File: config.mk
export PLATFORM = sky130hd
export DESIGN_NAME = lin_interp_48k
export DESIGN_NICKNAME = d
export VERILOG_FILES = /design/src/rtl/lin_interp_48k.sv
export SDC_FILE = /design/constraint.sdc
export NUM_CORES = 1
export LEC_CHECK = 0
export CELL_PAD_IN_SITES_DETAIL_PLACEMENT = 0
export CELL_PAD_IN_SITES_GLOBAL_PLACEMENT = 1
export CORE_UTILIZATION = 50
export DETAILED_ROUTE_END_ITERATION = 8
export PLACE_DENSITY = 0.91
export REMOVE_ABC_BUFFERS = 1
export SETUP_SLACK_MARGIN = 0.05
export SYNTH_ARGS = -nofsm -noshare
export SYNTH_HDL_FRONTEND = slang
export SYNTH_SLANG_ARGS = --single-unit
export TNS_END_PERCENT = 10
File: constraint.sdc
create_clock -name clock -period 8.8 [get_ports clock]
set_input_delay 1.76 -clock clock [delete_from_list [all_inputs] [get_ports clock]]
set_output_delay 1.76 -clock clock [all_outputs]
set_load 0.02 [all_outputs]
File: src/rtl/lin_interp_48k.sv
`timescale 1ns/1ps
// lin_interp_48k
// Linear-interpolation upsampler that sits after the 48 kHz mix/scale stage.
// For each input period it produces R = 2**LOG2R points on the straight line
// from the previous sample (x0) to the newest sample (x1). It emits one point
// for each output-rate clock enable. Use one instance per channel.
//
// Configuration macro:
//   LI_ROUND_EN  defined   : dout = (acc + R/2) >>> LOG2R  (round half up)
//                undefined : dout = acc >>> LOG2R          (floor)
//
// Parameters:
//   W      sample width, signed two's complement (input and output)
//   LOG2R  log2 of the upsampling ratio; must be >= 1
//
// Ports:
//   clock      system clock
//   reset      asynchronous, active-high reset
//   clken_48   one-cycle strobe: din holds a new sample
//   clken_out  one-cycle strobe at output rate: emit the next point
//   din        signed input sample
//   dout       signed interpolated sample (registered)
//   dout_stb   one-cycle pulse: dout updated this cycle
//   slip       one-cycle pulse: clken_48 and clken_out rates disagree
module lin_interp_48k #(
  parameter int W     = 18,
  parameter int LOG2R = 2
) (
  input  logic                clock,
  input  logic                reset,
  input  logic                clken_48,
  input  logic                clken_out,
  input  logic signed [W-1:0] din,
  output logic signed [W-1:0] dout,
  output logic                dout_stb,
  output logic                slip
);

  localparam int R  = 1 << LOG2R;
  localparam int AW = W + LOG2R + 1;
  localparam int PW = $clog2(R + 1);

  localparam logic [AW-1:0] HALF = AW'(R / 2);

  localparam logic [1:0] IDLE = 2'd0;
  localparam logic [1:0] RUN  = 2'd1;
  localparam logic [1:0] HOLD = 2'd2;

  logic [W-1:0]  x0, x1;
  logic [AW-1:0] acc;
  logic [PW-1:0] phase;
  logic [1:0]    state;

  // Segment slopes are one bit wider than a sample. This lets a full-scale
  // swing be represented without wrap.
  logic [W:0]    diff_cur, diff_new;
  logic [AW-1:0] diff_cur_ext, diff_new_ext;
  logic [AW-1:0] acc_x1;   // x1 * R: the start of a segment that begins at x1
  logic [AW-1:0] acc_rnd;  // accumulator after the optional rounding bias
  logic          unused_rnd_bits;

  assign diff_cur     = {x1[W-1], x1} - {x0[W-1], x0};
  assign diff_new     = {din[W-1], din} - {x1[W-1], x1};
  assign diff_cur_ext = {{LOG2R{diff_cur[W]}}, diff_cur};
  assign diff_new_ext = {{LOG2R{diff_new[W]}}, diff_new};
  assign acc_x1       = {x1[W-1], x1, {LOG2R{1'b0}}};

`ifdef LI_ROUND_EN
  assign acc_rnd = acc + HALF;
`else
  assign acc_rnd = acc;
`endif

  // The accumulator stays between x0*R and x1*R. Taking bits
  // [W+LOG2R-1:LOG2R] is therefore the same as an arithmetic shift right
  // by LOG2R, and the result always fits in W bits.
  assign unused_rnd_bits = ^{acc_rnd[AW-1], acc_rnd[LOG2R-1:0]};

  // NOTE: every register in this block uses non-blocking assignments.
  // Each right-hand side then sees the value from before the edge. This
  // matters when a load and a tick arrive together: x1 must be read as the
  // old endpoint while it is being replaced.
  always_ff @(posedge clock or posedge reset) begin
    if (reset) begin
      dout     <= '0;
      dout_stb <= 1'b0;
      slip     <= 1'b0;
      x0       <= '0;
      x1       <= '0;
      acc      <= '0;
      phase    <= '0;
      state    <= IDLE;
    end else begin
      dout_stb <= clken_out;
      // The slip decision uses the state from before the load.
      // - A load during RUN cuts the current segment short.
      // - A tick during HOLD asks for more points than the segment has.
      slip <= (clken_48 && state == RUN) ||
              (clken_out && !clken_48 && state == HOLD);

      if (clken_48) begin
        x0 <= x1;
        x1 <= din;
        if (clken_out) begin
          // The load is applied first. The tick then emits phase 0 of the
          // new segment, which is the old x1.
          dout  <= x1;
          acc   <= acc_x1 + diff_new_ext;
          phase <= PW'(1);
          state <= (R == 1) ? HOLD : RUN;
        end else begin
          acc   <= acc_x1;
          phase <= '0;
          state <= RUN;
        end
      end else if (clken_out) begin
        case (state)
          RUN: begin
            dout  <= acc_rnd[W+LOG2R-1:LOG2R];
            acc   <= acc + diff_cur_ext;
            phase <= phase + PW'(1);
            if (phase == PW'(R - 1)) state <= HOLD;
          end
          HOLD:    dout <= x1;
          default: dout <= '0;
        endcase
      end
    end
  end

endmodule

After elaboration in Yosys (flattened, before gate mapping). Index checks and enable logic that the tools add are counted.

Register bits after elaboration: 82. Output and inout bits: 20. Logic and storage cells: 42.

Add/subtract/negate cells: 5. Equality and inequality tests: 3. Mux-type cells: 16. Reduce and logical (&&, ||, !) cells: 10.

Operators by type and width (number): $mux 21 (4); $mux 18 (3); $sub 18x18->19 (2); $pmux 18 s2 (1); $add 20x19->21 (1); $add 21x21->21 (1); $mux 3 (3); $mux 2 (4); $reduce_bool 2->1 (3); $add 3x1->3 const B (1); $eq 3x2->1 const B (1); $logic_and 1x1->1 (3); $reduce_and 3->1 (1); $eq 2x1->1 const B (1); $eq 2x2->1 const B (1); $reduce_and 2->1 (1); $logic_not 1->1 (1); $logic_or 1x1->1 (1); $mux 1 (1).

Depth between registers and ports, before layout. Gate-level depths: netlist of the first run.

Word-level depth: 5. Gate-level depth with buffers: 23. Gate-level depth less buffers: 23.

Worst setup path after synthesis of the first run. Ideal clock, no wire load.

Path kind: in2reg. From: input din[2]. To: register acc[15]. Arrival time: 4.514 ns. Setup slack: 4.149 ns. Cell stages on the path: 13. Buffers on the path: 0. Path through: inv_1 > fa_1 > inv_1 > fa_1 > a211oi_2 > o21ai_1 > a21o_1 > o311a_1 > o21a_1 > o21a_1 > or3_1 > a31oi_1 > a21oi_1.

Longest elaborated chain between the ends: 4.

RTL lines: start, declared (line 33) `input logic signed [W-1:0] din,`; $sub 18x18->19 (line 63) `assign diff_new = {din[W-1], din} - {x1[W-1], x1};`; $add 20x19->21 (line 108) `acc <= acc_x1 + diff_new_ext;`; $mux 21 (line 104) `if (clken_out) begin`; $mux 21 (line 101) `if (clken_48) begin`; end signal, assigned (line 108); end signal, assigned (line 120) `acc <= acc + diff_cur_ext;`; end, declared (line 50) `logic [AW-1:0] acc;`.

No other way between the ends. A chain may end at the register's enable or synchronous reset.

Final worst setup path of the first run.
From: register x1[0]. To: register acc[19].

Longest elaborated chain between the ends: 5. Elaborated cells between the ends (all ways): 8. Those cells by class: 4 x add/sub; 4 x mux.

RTL lines: start, declared (line 49) `logic [W-1:0] x0, x1;`; start signal, assigned (line 103) `x1 <= din;`; $sub 18x18->19 (line 62) `assign diff_cur = {x1[W-1], x1} - {x0[W-1], x0};`; $add 21x21->21 (line 120); $mux 21 (line 117) `case (state)`; $mux 21 (line 116) `end else if (clken_out) begin`; $mux 21 * (line 101).

Mark *: on every way between the ends. The rest lies on a longest branch, timed or not. The select of a mux whose other input is x is not followed.

==> flow_summary.toml, run 1 <==
[outcome]
status = "finished clean"

[yosys]
synth.distinct_cells = 59
synth_edf_count = 0
syn_avg_cell_area_um2 = 8.303
synth_area_um2 = 6684
synthArstFlopShare_pct = 100.0
netlist_instances = 805
yosysWarningCount = 0
ys_ff_latch = 81
ys.flop_type = "dfrtp_1"
ys_seq_area_share_pct = 30.33

[placed_design]
pre_cts_slack_ps = 3332
dp.final_hpwl_um = 11390
place.gp.congestion = 0.9013
io_buffers = 41
placed_area_um2 = 7209

[global_route]
antenna_found_initial = 0
grt_pass1_vias = 5687
grt_start_max_net_pins = 82
grt_overflow = 0
grt_pass1_wl_um = 27630
track_usage_pct = 24.75

[worst_setup_path]
max_stage_delay_ps = 430
arrival_ps = 5510
critPathLaunch = "x1[0]"
cp_common_cell = "a21oi_1"
required_ps = 9070
end_kind = "flop"
crit_type = "reg -> reg"
crit_path_start_kind = "flop"
path_cells = "inv_1, ha_1, inv_1, fa_1, a21o_1, a21oi_1, o21ai_1, o21ai_0, o21ba_2, nor2b_1, o21ai_0, a21oi_1, xor2_1, ha_1, a21o_1, a21oi_1, nor2b_1, or4_1, a211oi_1, o41ai_1, xor2_1, mux2_2, nor3_1"
timing.rr.start = "x1[0]"
worstPathMaxFanout = 5
worst_path_max_delay_cell = "dfrtp_1"

[power]
ir_worst_vdd_mv = 0.1279
netSwitchingFraction_pct = 42.42
p_sw_mw = 0.9001
p_comb_share_pct = 56.1
clkPwrFrac_pct = 19.1
leakage_nw = 3.541
p_int_mw = 1.222
p_seq_share_pct = 24.8
power.density_nw_per_um2 = 282.0

[clock_network]
cts_tree = "yes"
h-tree-depth = 3
post-cts-setup-buffers = 0
postCtsHoldBufs = 0
clock_latency_ps = 350
cts_resized = 0
cts_max_path_buffers = 2
numCtsBuffers = 9
cts_sinks = 81
root_buffer = "clkbuf_16"
clkTransAtPathRegs_ps = 70

[detailed_routing]
wl_um = 16140
drc = 0
viasPerCell = 5.669
drt_iter0_drc = 300
postRouteAntennaNets = 0
wire_per_inst_um = 16.05
dr.pass1.iters = 5
dr_total_vias = 5703

[die]
start_util_pct = 52.12
die_area_um2 = 13830
ios = 42
std_cell_rows = 41
die_h_um = 117.6
core-area_um2 = 12820
die_x_um = 117.6

[cells_and_area]
syn2layout_area_growth_pct = 12.58
drive_gt1_share_pct = 3.597
final_nets = 935
final_cell_area_um2 = 7525
antenna_cells = 0
fin_util_pct = 58.67

[sta]
rsz0062_at_grt = "no"
worst_slack_ps = 3567
worstMarginPinSlew_ps = 1151
fin_hold_ws_ps = 500.3
fin_crit_ps = 5233
finalMaxSlewViolations = 0
finalSetupViolations = 0
finClkSkew_ps = 8.401
slew_headroom_pct = 23.17
finalSetupTns_ps = 0
hold_violations = 0
layout_worst_path_cycle_share_pct = 59.46
clock.fmax_mhz = 191.1

[worst_hold_path]
worstHoldStart = "dout[9]"
hp-class = "reg -> reg"

[flow_run]
max_cap_violations = 0
[registers in the layout, summed over array words and instances, names as in the netlist]
| signal | cells |
|---|---|
| acc | 20 |
| dout | 18 |
| x0 | 18 |
| x1 | 18 |
| phase | 3 |
| state | 2 |
| dout_stb | 1 |
| slip | 1 |
[final cells by class]
cell class              count  area (µm²)
fillers                  1217        5300
multi-input cells         585        4135
flip-flops and latches     81        2027
repair buffers             44       425.4
inverters                 108       406.6
clock buffers              11       252.7
well taps                 172       215.2
clock inverters             5       62.56
[path summary, 6_finish.rpt]
kind / to / slack [ps] / depth (start not counted)
setup / recovery: acc[19] / 3570 / 23
hold reg to reg: dout[9] / 500 / 2
max in group asynchronous: x0[10] / 6040 / 3
setup reg to reg: acc[19] / 3570 / 23
min in group asynchronous: dout_stb / 2080 / 3
hold / removal: dout[9] / 500 / 2
[kinds of logic after synthesis]
| group | synth area share, % |
|---|---|
| flops | 30.33 |
| fa+ha+maj | 17.97 |
| mux | 1.385 |
| buf+inv | 7.806 |
| xor+xnor | 5.242 |
| compound gates | 22.43 |
| simple gates | 14.84 |
[layout by cell type (no fill, tap or decap), types with 8 or more instances in the layout]
| cell type | instances |
|---|---|
| a21oi_1 | 54 |
| xnor2_1 | 26 |
| nor2b_1 | 8 |
| o21ai_0 | 64 |
| ha_1 | 64 |
| o21a_1 | 9 |
| nand2_1 | 71 |
| a211oi_1 | 16 |
| nand3_1 | 9 |
| a21o_1 | 17 |
| clkdlybuf4s50_1 | 39 |
| inv_1 | 107 |
| nor3_1 | 20 |
| fa_1 | 20 |
| xor2_1 | 14 |
| dfrtp_1 | 81 |
| clkbuf_16 | 9 |
| a221oi_1 | 19 |
| nor2_1 | 79 |
[metal layers]
layer | part of all wire, % | up-vias | track usage (%) | wire (µm)
met3 | 3.6 | 27 | 2.665 | 576
met2 | 47 | 130 | 40.74 | 7615
met5 | 0 | - | 0 | 0
met4 | 2.2 | 0 | 10.74 | 355
met1 | 47 | 2718 | 32.94 | 7595
li1 | - | 2828 | - | -
[power by group through the flow]
stage / Sequential, mW / Combinational [mW] / Clock, mW
2_1_floorplan: 0.533 / 0.905 / 0
3_3_place_gp: 0.528 / 1.15 / 0
3_5_place_dp: 0.533 / 1.17 / 0
4_1_cts: 0.526 / 1.18 / 0.414
5_1_grt: 0.537 / 1.34 / 0.425
6_report: 0.526 / 1.19 / 0.405
[critical path, delay by kind of cell, from the launching register on]
| kind | cells | cell delay, ps |
|---|---|---|
| xor gates and xnor gates | 2 | 430 |
| muxes | 1 | 360 |
| adders and majority gates | 3 | 910 |
| AOI/OAI and AO/OA | 11 | 2160 |
| buffers and inverters | 2 | 230 |
| and+or+nand+nor | 4 | 640 |
| DFF | 1 | 430 |
[per-stage QoR]
stage          instances  total power [mW]
6_report            1006             2.122
5_1_grt             1006             2.298
4_1_cts             1006             2.124
3_5_place_dp         990             1.707
3_3_place_gp         990             1.678
2_1_floorplan        774             1.438
[Yosys cell counts, drive strengths merged (8+ instances only)]
cell	count	area, µm²
dfrtp	81	2027
a21oi	54	270.3
nor2b	8	50.05
a21o	17	127.6
o21a	9	67.56
nor3	20	100.1
o21ai	68	340.3
a211oi	18	145.1
ha	64	800.8
xor2	14	122.6
clkbuf	26	97.59
xnor2	26	227.7
nor2	79	296.5
inv	108	405.4
a221oi	19	166.4
fa	20	400.4
nand3	9	45.04
nand2	71	266.5
Note: power is estimated with default switching activity, not from simulation.
==> run 2: changes to the inputs <==
--- a/config.mk
+++ b/config.mk
@@ -7,9 +7,9 @@
 export LEC_CHECK = 0
 export CELL_PAD_IN_SITES_DETAIL_PLACEMENT = 0
 export CELL_PAD_IN_SITES_GLOBAL_PLACEMENT = 1
-export CORE_UTILIZATION = 50
+export CORE_UTILIZATION = 46
 export DETAILED_ROUTE_END_ITERATION = 8
-export PLACE_DENSITY = 0.91
+export PLACE_DENSITY = 0.85
 export REMOVE_ABC_BUFFERS = 1
 export SETUP_SLACK_MARGIN = 0.05
 export SYNTH_ARGS = -nofsm -noshare
==> constraint.sdc (replaced) <==
create_clock -name clock -period 5 [get_ports clock]
set_input_delay 1 -clock clock [delete_from_list [all_inputs] [get_ports clock]]
set_output_delay 1 -clock clock [all_outputs]
set_load 0.02 [all_outputs]
==> flow_summary.toml, run 2 (synthesized netlist as in run 1, its figures left out) <==
[clock_network]
h-tree-depth = 3
postCtsHoldBufs = 0
clock_latency_ps = 360
root_buffer = "clkbuf_16"
cts_tree = "yes"
numCtsBuffers = 9
clkTransAtPathRegs_ps = 60
cts_sinks = 81
cts_max_path_buffers = 2

[power]
ir_worst_vdd_mv = 0.1794
power.density_nw_per_um2 = 507.7
netSwitchingFraction_pct = 41.88
clkPwrFrac_pct = 20.1
p_sw_mw = 1.622
p_comb_share_pct = 56.1
p_int_mw = 2.251
p_seq_share_pct = 23.8
leakage_nw = 3.580

[sta]
finalSetupViolations = 0
hold_violations = 0
layout_worst_path_cycle_share_pct = 93.22
finalSetupTns_ps = 0
slew_headroom_pct = 24.32
rsz0062_at_grt = "no"
finClkSkew_ps = 6.879
fin_crit_ps = 4661
clock.fmax_mhz = 214.5
worstMarginPinSlew_ps = 1134
finalMaxSlewViolations = 0

[global_route]
grt_overflow = 0
grt_start_max_net_pins = 85
track_usage_pct = 23.62
grt_pass1_wl_um = 27340
grt_pass1_vias = 5607
antenna_found_initial = 1

[cells_and_area]
nFillCells = 1327
final_nets = 938
syn2layout_area_growth_pct = 14.13
multi_input_area_um2 = 4174
top_register = "acc"
ff_latch_area_um2 = 2028
largest_register_ffs = 20
final_common_cell = "inv_1"
instances_no_fill = 1018
drive_gt1_share_pct = 5.137
final_cell_mix = "inv_1 (106), dfrtp_1 (80), nor2_1 (79)"

[die]
die_x_um = 122.5
die_h_um = 122.5
core-area_um2 = 14040
start_util_pct = 47.60
die_area_um2 = 15020
ios = 42
std_cell_rows = 43

[worst_setup_path]
worstPathMaxFanout = 5
arrival_ps = 4940
crit_type = "reg -> reg"
end_kind = "flop"
path_cells = "inv_2, ha_1, inv_1, fa_2, a21o_1, a21oi_2, o21ai_2, o21ai_2, o21ba_2, nor2b_1, o21ai_0, a21oi_1, xor2_1, ha_1, a21o_1, a21oi_1, nor2b_1, or4_1, a211oi_2, o41ai_2, xor2_1, mux2_2, nor3_2"
max_stage_delay_ps = 440
required_ps = 5280
worst_path_max_delay_cell = "dfrtp_2"
crit_path_start_kind = "flop"

[detailed_routing]
dr_total_vias = 5747
wl_um = 16520
wire_per_inst_um = 16.22
postRouteAntennaNets = 0
drt_iter0_drc = 294
dr.pass1.iters = 5
viasPerCell = 5.645
drc = 0

[placed_design]
dp_cells = 999
io_buffers = 41
place.gp.congestion = 0.8714
dp.final_hpwl_um = 11780

[outcome]
status = "finished clean"

[flow_run]
max_cap_violations = 0

[worst_hold_path]
hp-class = "reg -> reg"
==> run 2: cell count changes in the layout (fill, tap and decap cells not counted), sizes merged <==
cell	delta
diode	+1
clkbuf	-2
buf	+3
bufinv	+2
clkinv	+1
inv	-1
==> run 2: worst max-delay path: cells and delay by family, from the launching register on <==
family,cells,cell delay (ps)
buf+inv,2,140
simple gates,4,650
flops,1,440
fa+ha+maj,3,860
compound gates,11,1750
mux,1,360
xor+xnor,2,370
==> run 2: routing by layer <==
metal	wire length [µm]	up-vias	global-route usage, %
met1	7468	2769	29.90
met2	8013	116	39.68
met4	400	0	9.985
met3	633	25	3.950
li1	-	2837	-
met5	0	-	0
==> run 2: power groups by stage <==
stage	sequential, mW	clock (mW)	combinational, mW
4_1_cts	0.920	0.792	2.12
5_1_grt	0.940	0.817	2.44
2_1_floorplan	0.937	0	1.59
6_report	0.922	0.779	2.17
3_3_place_gp	0.925	0	2.05
3_5_place_dp	0.931	0	2.09
==> run 2: final timing paths <==
kind	slack [ps]	cells past startpoint	end	startpoint
worst min register to register	510	2	dout[8]	dout[8]
min in group asynchronous	1160	2	x1[2]	reset
worst max-delay path	340	23	acc[19]	x1[0]
max in group asynchronous	2850	3	dout[5]	reset
worst max register to register	340	23	acc[19]	x1[0]
worst min-delay path	510	2	dout[8]	dout[8]
==> run 2: through the flow <==
step	utilization [%]	power [mW]	setup WS (ps)	hold slack [ps]	instance area [µm²]
6_report	54.33	3.873	338.8	505.2	7629
3_3_place_gp	51.47	2.973	145.4	474.9	7227
3_5_place_dp	51.47	3.020	10.53	495.4	7227
2_1_floorplan	-	2.531	526.8	456.3	6568
4_1_cts	53.95	3.831	110.7	510.4	7576
5_1_grt	54.33	4.192	69.90	527.5	7629
==> run 2: cell type report <==
class                      count  area share [%]
multi-input combinational    585           54.72
sequential                    81           26.59
timing repair buffer          47           5.872
inverter                     108           5.330
clock buffer                   9           2.952
tap                          180           2.952
clock inverter                 7           1.558
antenna                        1         0.03280
==> run 2: repair_timing <==
action,in CTS,in global routing
buffers inserted,0,2
hold endpoints to repair,0,0
resized for setup,2,10
pin swaps,0,7
endpoints found under the setup margin,1,2
==> run 3: changes to the inputs <==
--- a/config.mk
+++ b/config.mk
@@ -9,6 +9,7 @@
 export CELL_PAD_IN_SITES_GLOBAL_PLACEMENT = 1
 export CORE_UTILIZATION = 46
 export DETAILED_ROUTE_END_ITERATION = 8
+export HOLD_SLACK_MARGIN = 0.06
 export PLACE_DENSITY = 0.85
 export REMOVE_ABC_BUFFERS = 1
 export SETUP_SLACK_MARGIN = 0.05
==> results of run 3 <==
Same layout as run 2: the final DEF is identical, and so are final timing and power.
